File: config.mk
export PLATFORM = sky130hd
export DESIGN_NAME = shift_rows_seq
export DESIGN_NICKNAME = d
export VERILOG_FILES = /design/src/rtl/shift_rows_seq.sv
export SDC_FILE = /design/constraint.sdc
export NUM_CORES = 1
export LEC_CHECK = 0
export ABC_CLOCK_PERIOD_IN_PS = 7450
export CAP_MARGIN = 25
export CORE_ASPECT_RATIO = 1.25
export CORE_MARGIN = 1
export CORE_UTILIZATION = 49
export DETAILED_ROUTE_END_ITERATION = 7
export PLACE_DENSITY = 0.95
export SLEW_MARGIN = 20
export SYNTH_ARGS = -nofsm -noshare
export SYNTH_HDL_FRONTEND = slang
export SYNTH_SLANG_ARGS = --single-unit
File: constraint.sdc
create_clock -name clk -period 7.45 [get_ports clk]
set_input_delay 1.8625 -clock clk [delete_from_list [all_inputs] [get_ports clk]]
set_output_delay 1.8625 -clock clk [all_outputs]
set_load 0.03 [all_outputs]
File: src/rtl/shift_rows_seq.sv
// Handshaked AES ShiftRows engine, one row rotated per clock.
// Forward and inverse rotation selected per block; state is column-major.
module shift_rows_seq #(
   parameter int ROWS   = 4,
   parameter int COLS   = 4,
   parameter int BYTE_W = 8
) (
   input  logic                        clk,
   input  logic                        reset,
   input  logic                        in_valid,
   output logic                        in_ready,
   input  logic [ROWS*COLS*BYTE_W-1:0] in_state,
   input  logic                        in_inverse,
   output logic                        out_valid,
   input  logic                        out_ready,
   output logic [ROWS*COLS*BYTE_W-1:0] out_state,
   output logic                        busy
);

   localparam int N  = ROWS * COLS * BYTE_W;
   localparam int RW = (ROWS > 1) ? $clog2(ROWS) : 1;
   localparam logic [RW-1:0] LAST = RW'(ROWS - 1);

   localparam logic [1:0] S_IDLE  = 2'd0;
   localparam logic [1:0] S_SHIFT = 2'd1;
   localparam logic [1:0] S_DONE  = 2'd2;

   logic [1:0]    state;
   logic [N-1:0]  w;
   logic [N-1:0]  nxt;
   logic [RW-1:0] row;
   logic          mode;

   // Only the row selected by the counter is rewritten; others pass through.
   always_comb begin
      nxt = w;
      for (int r = 0; r < ROWS; r++) begin
         for (int c = 0; c < COLS; c++) begin
            if (int'(row) == r) begin
               if (mode)
                  nxt[BYTE_W*(r+ROWS*c) +: BYTE_W] =
                     w[BYTE_W*(r+ROWS*((c+COLS-(r%COLS))%COLS)) +: BYTE_W];
               else
                  nxt[BYTE_W*(r+ROWS*c) +: BYTE_W] =
                     w[BYTE_W*(r+ROWS*((c+r)%COLS)) +: BYTE_W];
            end
         end
      end
   end

   always_ff @(posedge clk or posedge reset) begin
      if (reset) begin
         state <= S_IDLE;
         w     <= '0;
         row   <= '0;
         mode  <= 1'b0;
      end else begin
         case (state)
            S_IDLE: begin
               if (in_valid) begin
                  w     <= in_state;
                  mode  <= in_inverse;
                  row   <= '0;
                  state <= S_SHIFT;
               end
            end
            S_SHIFT: begin
               w <= nxt;
               if (row == LAST)
                  state <= S_DONE;
               else
                  row <= row + 1'b1;
            end
            S_DONE: begin
               if (out_ready)
                  state <= S_IDLE;
            end
            default: state <= S_IDLE;
         endcase
      end
   end

   assign in_ready  = (state == S_IDLE);
   assign out_valid = (state == S_DONE);
   assign busy      = (state == S_SHIFT) || (state == S_DONE);
   assign out_state = w;

endmodule

Yosys cells after proc, flatten, opt, wreduce, memory -nomap -nowiden
Cells that the tools add are included. W data, S select, Z words.

Bits in registers: 133. Logic and storage cells: 61. Input bits: 133.

Equal/unequal tests: 13. Bitwise gates (word level): 1. Add/subtract/negate cells: 1. Reductions and logical operators: 10. Mux-type cells: 29.

Operators by type and width (count): $pmux W128 S2 (1); $mux W8 (20); $mux W128 (1); $reduce_and A3 Y1 (6); $ne A2 B2 Y1 const B (6); $mux W2 (5); $eq A2 B2 Y1 const B (4); $pmux W2 S3 (1); $eq A2 B1 Y1 const B (2); $pmux W2 S2 (1); $add A2 B1 Y2 const B (1); $logic_not A2 Y1 (1); $ne A2 B1 Y1 const B (1); $reduce_and A2 Y1 (1); $reduce_bool A2 Y1 (1); $logic_or A1 B1 Y1 (1); $not A1 Y1 (1).

Longest topological paths before layout
Depth in word-level cells: 3. Gate-level depth with buffers: 9.

Least setup slack after synthesis
No wires, ideal clock.

Path type: input -> register. Start point: input in_valid. End point: register w[112] (netlist: out_state[112]). Setup time: 0.125 ns. Arrival time: 2.906 ns. Stages: 5. Path slack: 4.419 ns. Cells stage by stage: buf_2 -> nor2b_4 -> nor2_1 -> buf_4 -> mux2_2.

Cells in the longest elaborated chain, start to end: 2.

Ends and longest elaborated chain: start: declaration (RTL line 10) `input logic in_valid,`; $ne A2 B2 Y1 (no line); $reduce_and A3 Y1 (no line); end signal: assignment (RTL line 61) `w <= in_state;`; end signal: assignment (RTL line 68) `w <= nxt;`; end: declaration (RTL line 29) `logic [N-1:0] w;`.

No other way between the ends. A chain may end at the register's enable or synchronous reset.

Final worst setup path
Start point: register state[0]. End point: output busy.

Cells in the longest elaborated chain, start to end: 2.

Ends and longest elaborated chain: start: declaration (RTL line 28) `logic [1:0] state;`; start signal: assignment (RTL line 53) `state <= S_IDLE;`; start signal: assignment (RTL line 64) `state <= S_SHIFT;`; start signal: assignment (RTL line 70) `state <= S_DONE;`; $eq A2 B1 Y1 / $eq A2 B2 Y1 (equally long branches) (RTL line 85) `assign busy = (state == S_SHIFT) || (state == S_DONE);`; $logic_or A1 B1 Y1 (*) (RTL line 85); end: declaration (RTL line 17) `output logic busy`.

Mark *: on every way between the ends. The rest lies on a longest branch, timed or not.

==> results.json <==
{
  "ir_drop_v": 0.0003328,
  "antenna_left": 0,
  "fin_skew_ns": 0.008370,
  "num_antenna_cells": 0,
  "rsz0062_at_grt": "false",
  "r2r_slack_ns": 4.35,
  "dieHeight_um": 136.9,
  "place_hpwl_um": 13470,
  "finalNonFillerCells": 1024,
  "core-area_um2": 13990,
  "cts_tree": "yes",
  "die-area_um2": 15060,
  "dp_cells": 991,
  "layout_min_cycle_time_ns": 3.792,
  "drt_pass1_iterations": 6,
  "area_delta_synth_final_pct": 45.75,
  "clkTransAtPathRegs_ns": 0.06,
  "io_buffers": 263,
  "hold_path.class": "reg2reg",
  "maxSlewHeadroom_pct": 28.12,
  "tightest_slew_ns": 1.078,
  "critPathMaxFanout": 4,
  "routed_via_density": 5.631,
  "synth_top_area_share_pct": 46.63,
  "grt_overflow": 0,
  "vias": 5766,
  "syn-num-nets": 731,
  "initial_core_util_pct": 51.01,
  "clk_latency_ns": 0.41,
  "layout-drive-gt1-share_pct": 25.21,
  "fmax_mhz": 263.7,
  "fillers": 936,
  "seq_area_um2": 3332,
  "syn_area_per_cell_um2": 12.10,
  "p_total_uw": 5531,
  "postCtsResizedCells": 0,
  "cts_hold_buffers": 0,
  "multiInputGateArea_um2": 3440,
  "place_congestion": 0.7911,
  "crit_path_end_kind": "output pin",
  "ioPinCount": 264,
  "nNetsFinal": 977,
  "setup_tns_ns": 0,
  "critical_path_arrival_ns": 1.93,
  "synth_warnings": 0,
  "syn_area_um2": 7138,
  "numCtsBuffers": 17,
  "final_cell_area_um2": 10400,
  "critPathKind": "reg2out",
  "wl_per_cell_um": 19.38,
  "final_util_pct": 74.35,
  "cts_root_buffer": "clkbuf_16",
  "syn_inst": 590,
  "die_w_um": 110.0,
  "num_rows": 48,
  "cp-start-kind": "flop",
  "grt_start_max_net_pins": 110,
  "ys_ff_latch": 133,
  "fin_crit_sh_pct": 50.90,
  "first_iter_violations": 484,
  "drc": 0,
  "cts.path.max_buffers": 2,
  "finalSetupViolCount": 0,
  "synth-seq-area-share_pct": 46.63,
  "placed_area_um2": 9817,
  "required_ns": 5.59,
  "grt_pass1_vias": 5973,
  "grt_pass1_wl_um": 30880,
  "drv_slew": 0,
  "synth.largest_area_cell": "dfrtp_1",
  "clkSinkCount": 133,
  "wl_um": 19840,
  "status": "complete, no violations",
  "synth.area.top_cells": "dfrtp_1 47%, mux2_2 21%, mux2i_1 8.4%",
  "netlist-cell-type-count": 28,
  "hold_viol_final": 0,
  "maxCapViolCount": 0,
  "cts_setup_buffers": 0,
  "grtUsageTotal_pct": 27.03,
  "p_per_area_nw_per_um2": 531.7,
  "leakage_uw": 0.004426,
  "antenna_found_initial": 0,
  "htree_levels": 4
}
==> routing by layer <==
layer  share of wire, %  track usage (%)  up-vias
li1                   -                -     2654
met1                 38            31.30     2788
met2                 51            45.24      264
met3                7.1            7.762       60
met4                4.2            13.48        0
met5                  0                0        -
==> layout make-up <==
cell class | instances | share of cell area, %
inverters | 33 | 1.215
multi-input cells | 378 | 33.06
clock buffers | 19 | 4.161
clock inverters | 13 | 1.287
flip-flops and latches | 133 | 32.03
well taps | 175 | 2.105
repair buffers | 273 | 26.15
==> state kept, by name (all words and copies together), names as in the netlist <==
signal,cells
state,2
row,2
mode,1
out_state,128
==> cell usage after synthesis (all sizes together) <==
master,count
ha,8
buf,36
inv,33
a221oi,1
o2bb2a,1
nor2b,1
or2,1
a21oi,34
mux2,139
mux2i,60
o31a,1
o21ai,25
nand3b,1
a21boi,1
nor2,35
o22ai,8
or3b,27
clkbuf,10
dfrtp,133
o311ai,1
a222oi,25
nand2,3
a2bb2oi,6
==> stage by stage <==
step           worst slack, ns  hold WS (ns)
2_1_floorplan            2.033        0.5076
3_3_place_gp             3.593        0.4869
3_5_place_dp             3.567        0.4950
4_1_cts                  3.633        0.5052
5_1_grt                  3.571        0.5266
6_report                 3.658        0.5060
==> kinds of logic (layout without fill, tap and decap cells) <==
logic type | after synthesis | in the layout | synth area share [%]
AO/OA/AOI/OAI | 103 | 103 | 9.833
adder cells (fa/ha/maj) | 8 | 8 | 1.402
buffers and inverters | 79 | 338 | 5.451
flip-flops | 133 | 133 | 46.63
multiplexers | 199 | 199 | 30.82
AND/OR/NAND/NOR | 68 | 68 | 5.872
==> path summary, 6_finish.rpt <==
check                      cells after the start                          to                       from
max in group asynchronous                      3  out_state[113]$_DFFE_PP0P_                      reset
setup reg to reg                               8   out_state[30]$_DFFE_PP0P_       state[1]$_DFFE_PP0P_
hold / removal                                 1   out_state[98]$_DFFE_PP0P_  out_state[98]$_DFFE_PP0P_
setup / recovery                               3                        busy       state[0]$_DFFE_PP0P_
hold reg to reg                                1   out_state[98]$_DFFE_PP0P_  out_state[98]$_DFFE_PP0P_
min in group asynchronous                      2   out_state[30]$_DFFE_PP0P_                      reset
==> critical path: stages, from the launching register on <==
cell and delay (ns):
dfrtp_1 0.43, inv_1 0.11, ha_1 0.28, clkdlybuf4s50_1 0.69
==> cell usage in the layout, fill, tap and decap left out, types with 2 or more instances in the layout <==
cell / count
a21oi_1: 34
clkinvlp_4: 6
ha_1: 7
a2bb2oi_1: 6
inv_1: 32
clkbuf_1: 2
mux2_4: 9
o22ai_1: 8
clkdlybuf4s50_1: 263
mux2_2: 130
mux2i_1: 59
clkinv_2: 4
a222oi_1: 25
clkbuf_16: 17
nand2_1: 3
nor2_1: 34
or3b_2: 26
o21ai_0: 25
bufinv_16: 2
buf_4: 9
dfrtp_1: 132
==> report_power, final <==
group	total [uW]	internal [uW]	switching (uW)
registers	1530	1100	427
logic	3190	1570	1620
clock network	810	490	319
total	5530	3160	2370
No activity file was read; power rests on OpenSTA's default activity.
==> RTL change 1, RTL diff (config.mk and constraints unchanged) <==
Reset style: synchronous (`reset`), changed in one clocked block.
--- a/src/rtl/shift_rows_seq.sv
+++ b/src/rtl/shift_rows_seq.sv
@@ -49,5 +49,5 @@
    end
 
-   always_ff @(posedge clk or posedge reset) begin
+   always_ff @(posedge clk) begin
       if (reset) begin
          state <= S_IDLE;
Formal check against the unedited RTL: differs if reset is asserted again (counterexample within 4 cycles, from zero or initial values and one cycle with reset high); with reset held inactive, the same outputs for 4 cycles.
==> RTL change 1 against the original RTL <==
  * Total power is 18% lower
  * Setup slack lost 21 ps
  * Combinational power down 25%
  * Routed wire length fell by 11%
  * Final area is 8.2% lower
  * Worst hold slack worse by 53 ps
  * Area after synthesis shrank 12%
  * Sequential cell count did not move
  * Critical path type unchanged
  * Largest power group unchanged
==> RTL change 1: results (changes against the original RTL) <==
<table>
<tr><th>Metric</th><th>Value</th></tr>
<tr><th colspan="2">Power and ir drop</th></tr>
<tr><td>P_clk</td><td>0.000875 W (+8.0%)</td></tr>
<tr><td>Sw Share</td><td>44.6% (+1.8 points)</td></tr>
<tr><td>Worst vdd ir</td><td>0.000312 V (-6.2%)</td></tr>
<tr><td>Gate power share</td><td>52.7% (-5.0 points)</td></tr>
<tr><th colspan="2">Placement</th></tr>
<tr><td>Instance area after placement</td><td>8930 sq um (-9.0%)</td></tr>
<tr><td>Placed insts</td><td>1064 (+7.4%)</td></tr>
<tr><td>Global placement routability congestion</td><td>0.804 (+1.6%)</td></tr>
<tr><td>Worst setup slack before clock tree synthesis</td><td>3610 ps (+46.2 ps)</td></tr>
<tr><td>Hpwl dp</td><td>12000 um (-11%)</td></tr>
<tr><th colspan="2">Global routing</th></tr>
<tr><td>First-pass GRT wire length</td><td>27100 um (-12%)</td></tr>
<tr><td>Met2 Resource Use GR</td><td>46.7% (+1.4 points)</td></tr>
<tr><td>Met1 GRT Util</td><td>28.4% (-2.9 points)</td></tr>
<tr><td>Vias in the first global route</td><td>5610 (-6.1%)</td></tr>
<tr><td>Met3 track demand over resource in global routing</td><td>7.60% (-0.16 points)</td></tr>
<tr><td>Total global routing track utilization</td><td>26.2% (-0.86 points)</td></tr>
<tr><th colspan="2">Synth</th></tr>
<tr><td>Synth Area in Adders</td><td>1.59% (+0.19 points)</td></tr>
<tr><td>Biggest area contributors in the synthesized netlist</td><td>sky130_fd_sc_hd__dfxtp_1, sky130_fd_sc_hd__mux2i_1, sky130_fd_sc_hd__o2bb2ai_1</td></tr>
<tr><td>Syn_nets</td><td>830 (+14%)</td></tr>
<tr><td>Leading register cell type out of synthesis</td><td>sky130_fd_sc_hd__dfxtp_1</td></tr>
<tr><td>Async SR Flop Fraction</td><td>0% (-100 points)</td></tr>
<tr><td>Proportion of synthesized chip area in sequential cells</td><td>42.2% (-4.4 points)</td></tr>
<tr><td>Proportion of synthesized area in mux cells</td><td>16.1% (-15 points)</td></tr>
<tr><th colspan="2">STA</th></tr>
<tr><td>Relative slew slack</td><td>35.2% (+7.1 points)</td></tr>
<tr><td>Worst-case clock skew</td><td>9.01 ps (+0.642 ps)</td></tr>
<tr><th colspan="2">Run status</th></tr>
<tr><td>Result of the run</td><td>complete, no violations</td></tr>
<tr><th colspan="2">Worst setup path</th></tr>
<tr><td>Data arrival time of the worst path</td><td>1950 ps (+20 ps)</td></tr>
<tr><th colspan="2">Drt</th></tr>
<tr><td>Amount of wire on met2 after detailed routing</td><td>9030 um (-11%)</td></tr>
<tr><td>Via count</td><td>5925 (+2.8%)</td></tr>
</table>
## RTL change 1: path summary, 6_finish.rpt
check,start,to,slack [ps],depth (start not counted)
max reg2reg,state[1],out_state[80],3890,8
min reg2reg,out_state[1],out_state[1],450,2
min,out_state[1],out_state[1],450,2
max,state[0],busy,3640,3
## RTL change 1: worst max-delay path, cell delays in order (launching register included)
cell	delay, ps
sky130_fd_sc_hd__dfxtp_1	430
sky130_fd_sc_hd__inv_1	120
sky130_fd_sc_hd__ha_1	290
sky130_fd_sc_hd__clkdlybuf4s50_1	710
## RTL change 1: area by class of cell
class / instances / area (sq um) / area share [%]
clock buffers: 17 / 425 / 4.45
clock inverters: 15 / 195 / 2.04
inverters: 7 / 26.3 / 0.275
multi-input cells: 489 / 3330 / 34.8
flip-flops and latches: 133 / 2670 / 27.9
well taps: 164 / 205 / 2.15
repair buffers: 271 / 2710 / 28.3
==> RTL change 2, RTL diff (same flow settings) <==
Without the edit above. `ROWS`: 4 -> 2.
--- a/src/rtl/shift_rows_seq.sv
+++ b/src/rtl/shift_rows_seq.sv
@@ -2,5 +2,5 @@
 // Forward and inverse rotation selected per block; state is column-major.
 module shift_rows_seq #(
-   parameter int ROWS   = 4,
+   parameter int ROWS   = 2,
    parameter int COLS   = 4,
    parameter int BYTE_W = 8
Interface: changed (resized in_state and out_state); port bits go from 264 to 136. The function was not compared with the original's and may differ.
==> RTL change 2 against the original RTL <==
  * Total power decreased by 51%
  * Sequential power shrank 51%
  * Area after synthesis fell by 50%
  * Sequential cell count decreased by 65
  * Setup slack better by 51 ps
  * Largest cell class unchanged
  * Routed wire length is 57% lower
  * Highest routed layer unchanged
  * Non-clock buffer count is 134 lower
  * Final area shrank 50%
  * Critical path type unchanged
==> RTL change 2: results (changes against the original RTL) <==
<table>
<tr><th>Metric</th><th>Value</th></tr>
<tr><th colspan="2">Worst setup path</th></tr>
<tr><td>Setup slack on the worst flop-to-flop path</td><td>4800 ps (+450 ps)</td></tr>
<tr><td>Data arrival time of the worst path</td><td>1880 ps (-50 ps)</td></tr>
<tr><th colspan="2">Power and ir drop</th></tr>
<tr><td>Lkg Pwr</td><td>2.33 nW (-47%)</td></tr>
<tr><td>Worst vdd ir</td><td>0.000285 V (-14%)</td></tr>
<tr><th colspan="2">Final layout</th></tr>
<tr><td>Share of layout cells above drive strength 1</td><td>11.7% (-14 points)</td></tr>
<tr><th colspan="2">STA</th></tr>
<tr><td>Transition time at the pin with the least slew margin</td><td>927 ps (-151 ps)</td></tr>
<tr><td>Worst-case clock skew</td><td>6.75 ps (-1.62 ps)</td></tr>
<tr><th colspan="2">Placement</th></tr>
<tr><td>Number of port buffers</td><td>135 (-49%)</td></tr>
<tr><td>Placed insts</td><td>543 (-45%)</td></tr>
<tr><th colspan="2">Global routing</th></tr>
<tr><td>Met2 Resource Use GR</td><td>39.1% (-6.2 points)</td></tr>
<tr><td>First-pass GRT wire length</td><td>14100 um (-54%)</td></tr>
<tr><td>Vias in the first global route</td><td>3009 (-50%)</td></tr>
<tr><td>Total global routing track utilization</td><td>23.8% (-3.2 points)</td></tr>
<tr><td>Met3 track demand over resource in global routing</td><td>8.45% (+0.69 points)</td></tr>
<tr><th colspan="2">Drt</th></tr>
<tr><td>DRT Wirelength</td><td>8560 um (-57%)</td></tr>
<tr><th colspan="2">Synth</th></tr>
<tr><td>Syn_nets</td><td>414 (-43%)</td></tr>
<tr><td>Proportion of synthesized chip area in sequential cells</td><td>47.7% (+1.1 points)</td></tr>
<tr><td>Number of distinct library cells after synthesis</td><td>22 (-21%)</td></tr>
<tr><td>Biggest area contributors in the synthesized netlist</td><td>sky130_fd_sc_hd__dfrtp_1, sky130_fd_sc_hd__mux2_4, sky130_fd_sc_hd__mux2i_1</td></tr>
<tr><td>Average instance area after synthesis</td><td>10.5 sq um (-13%)</td></tr>
<tr><td>Top cells by count, synth</td><td>sky130_fd_sc_hd__dfrtp_1, sky130_fd_sc_hd__a21oi_1, sky130_fd_sc_hd__nand2_1</td></tr>
<tr><th colspan="2">Run status</th></tr>
<tr><td>Result of the run</td><td>complete, no violations</td></tr>
<tr><th colspan="2">Clocking</th></tr>
<tr><td>CTS root buffer</td><td>sky130_fd_sc_hd__clkbuf_8</td></tr>
<tr><td>Level count of the clock H-tree</td><td>3 (-1)</td></tr>
<tr><td>Total CTS buffers</td><td>9 (-8)</td></tr>
</table>
RTL change 2: changes by cell type after synthesis, moves of 25 or more:
cell / change
sky130_fd_sc_hd__or3b_2: -26
sky130_fd_sc_hd__o21ai_1: +28
sky130_fd_sc_hd__a222oi_1: -25
sky130_fd_sc_hd__dfrtp_1: -65
sky130_fd_sc_hd__inv_1: -28
sky130_fd_sc_hd__nand2b_1: +32
sky130_fd_sc_hd__mux2_2: -129
sky130_fd_sc_hd__mux2i_1: -27
sky130_fd_sc_hd__nand2_1: +31
RTL change 2: final cells by class:
| cell class | instances | share of cell area (%) |
|---|---|---|
| multi-input cells | 242 | 33.1 |
| clock inverters | 6 | 1.69 |
| well taps | 90 | 2.17 |
| clock buffers | 10 | 2.66 |
| repair buffers | 139 | 27.1 |
| flip-flops and latches | 68 | 32.9 |
| inverters | 5 | 0.362 |
RTL change 2: cell families after synthesis:
| family | share of synthesized area (%) |
|---|---|
| compound gates | 9.54 |
| fa+ha+maj | 1.75 |
| buf+inv | 4.28 |
| flops | 47.7 |
| mux | 23.5 |
| simple gates | 13.2 |
RTL change 2: power by group through the flow:
stage	Combinational, W	Sequential (W)	Clock [W]
floorplan	0.000865	0.000988	0
CTS	0.00163	0.000741	0.000343
finish	0.00162	0.000744	0.000338
global route	0.00174	0.000770	0.000358
detailed placement	0.00162	0.000747	0
global placement	0.00155	0.000733	0
RTL change 2: stage by stage:
stage / hold slack [ps] / cell area (sq um) / power, W / setup WS [ps] / utilization [%]
after detailed placement: 476 / 4930 / 0.00236 / 3540 / 70.3
after CTS: 493 / 5160 / 0.00271 / 3700 / 73.5
after global routing: 516 / 5180 / 0.00287 / 3630 / 73.8
final: 487 / 5180 / 0.00271 / 3710 / 73.8
after floorplan: 491 / 3570 / 0.00185 / 3880 / -
after global placement: 460 / 4910 / 0.00228 / 3610 / 70.0
RTL change 2: metal layers:
metal,up-vias,share of wire (%)
met5,-,0
met4,0,1.4
met3,10,8.3
met2,127,48
met1,1393,42
li1,1392,-
RTL change 2: tightest hold or removal path: stages (launching register included):
cell and delay [ps]:
sky130_fd_sc_hd__dfrtp_1 340, sky130_fd_sc_hd__nand2_1 50, sky130_fd_sc_hd__o21ai_1 60
RTL change 2: final timing paths:
| check | cells past startpoint | startpoint | to |
|---|---|---|---|
| worst max register to register | 6 | state[1] | out_state[63] |
| max in group asynchronous | 3 | reset | mode |
| worst max-delay path | 3 | state[0] | in_ready |
| worst min register to register | 2 | out_state[33] | out_state[33] |
| worst min-delay path | 2 | out_state[33] | out_state[33] |
| min in group asynchronous | 3 | reset | out_state[32] |
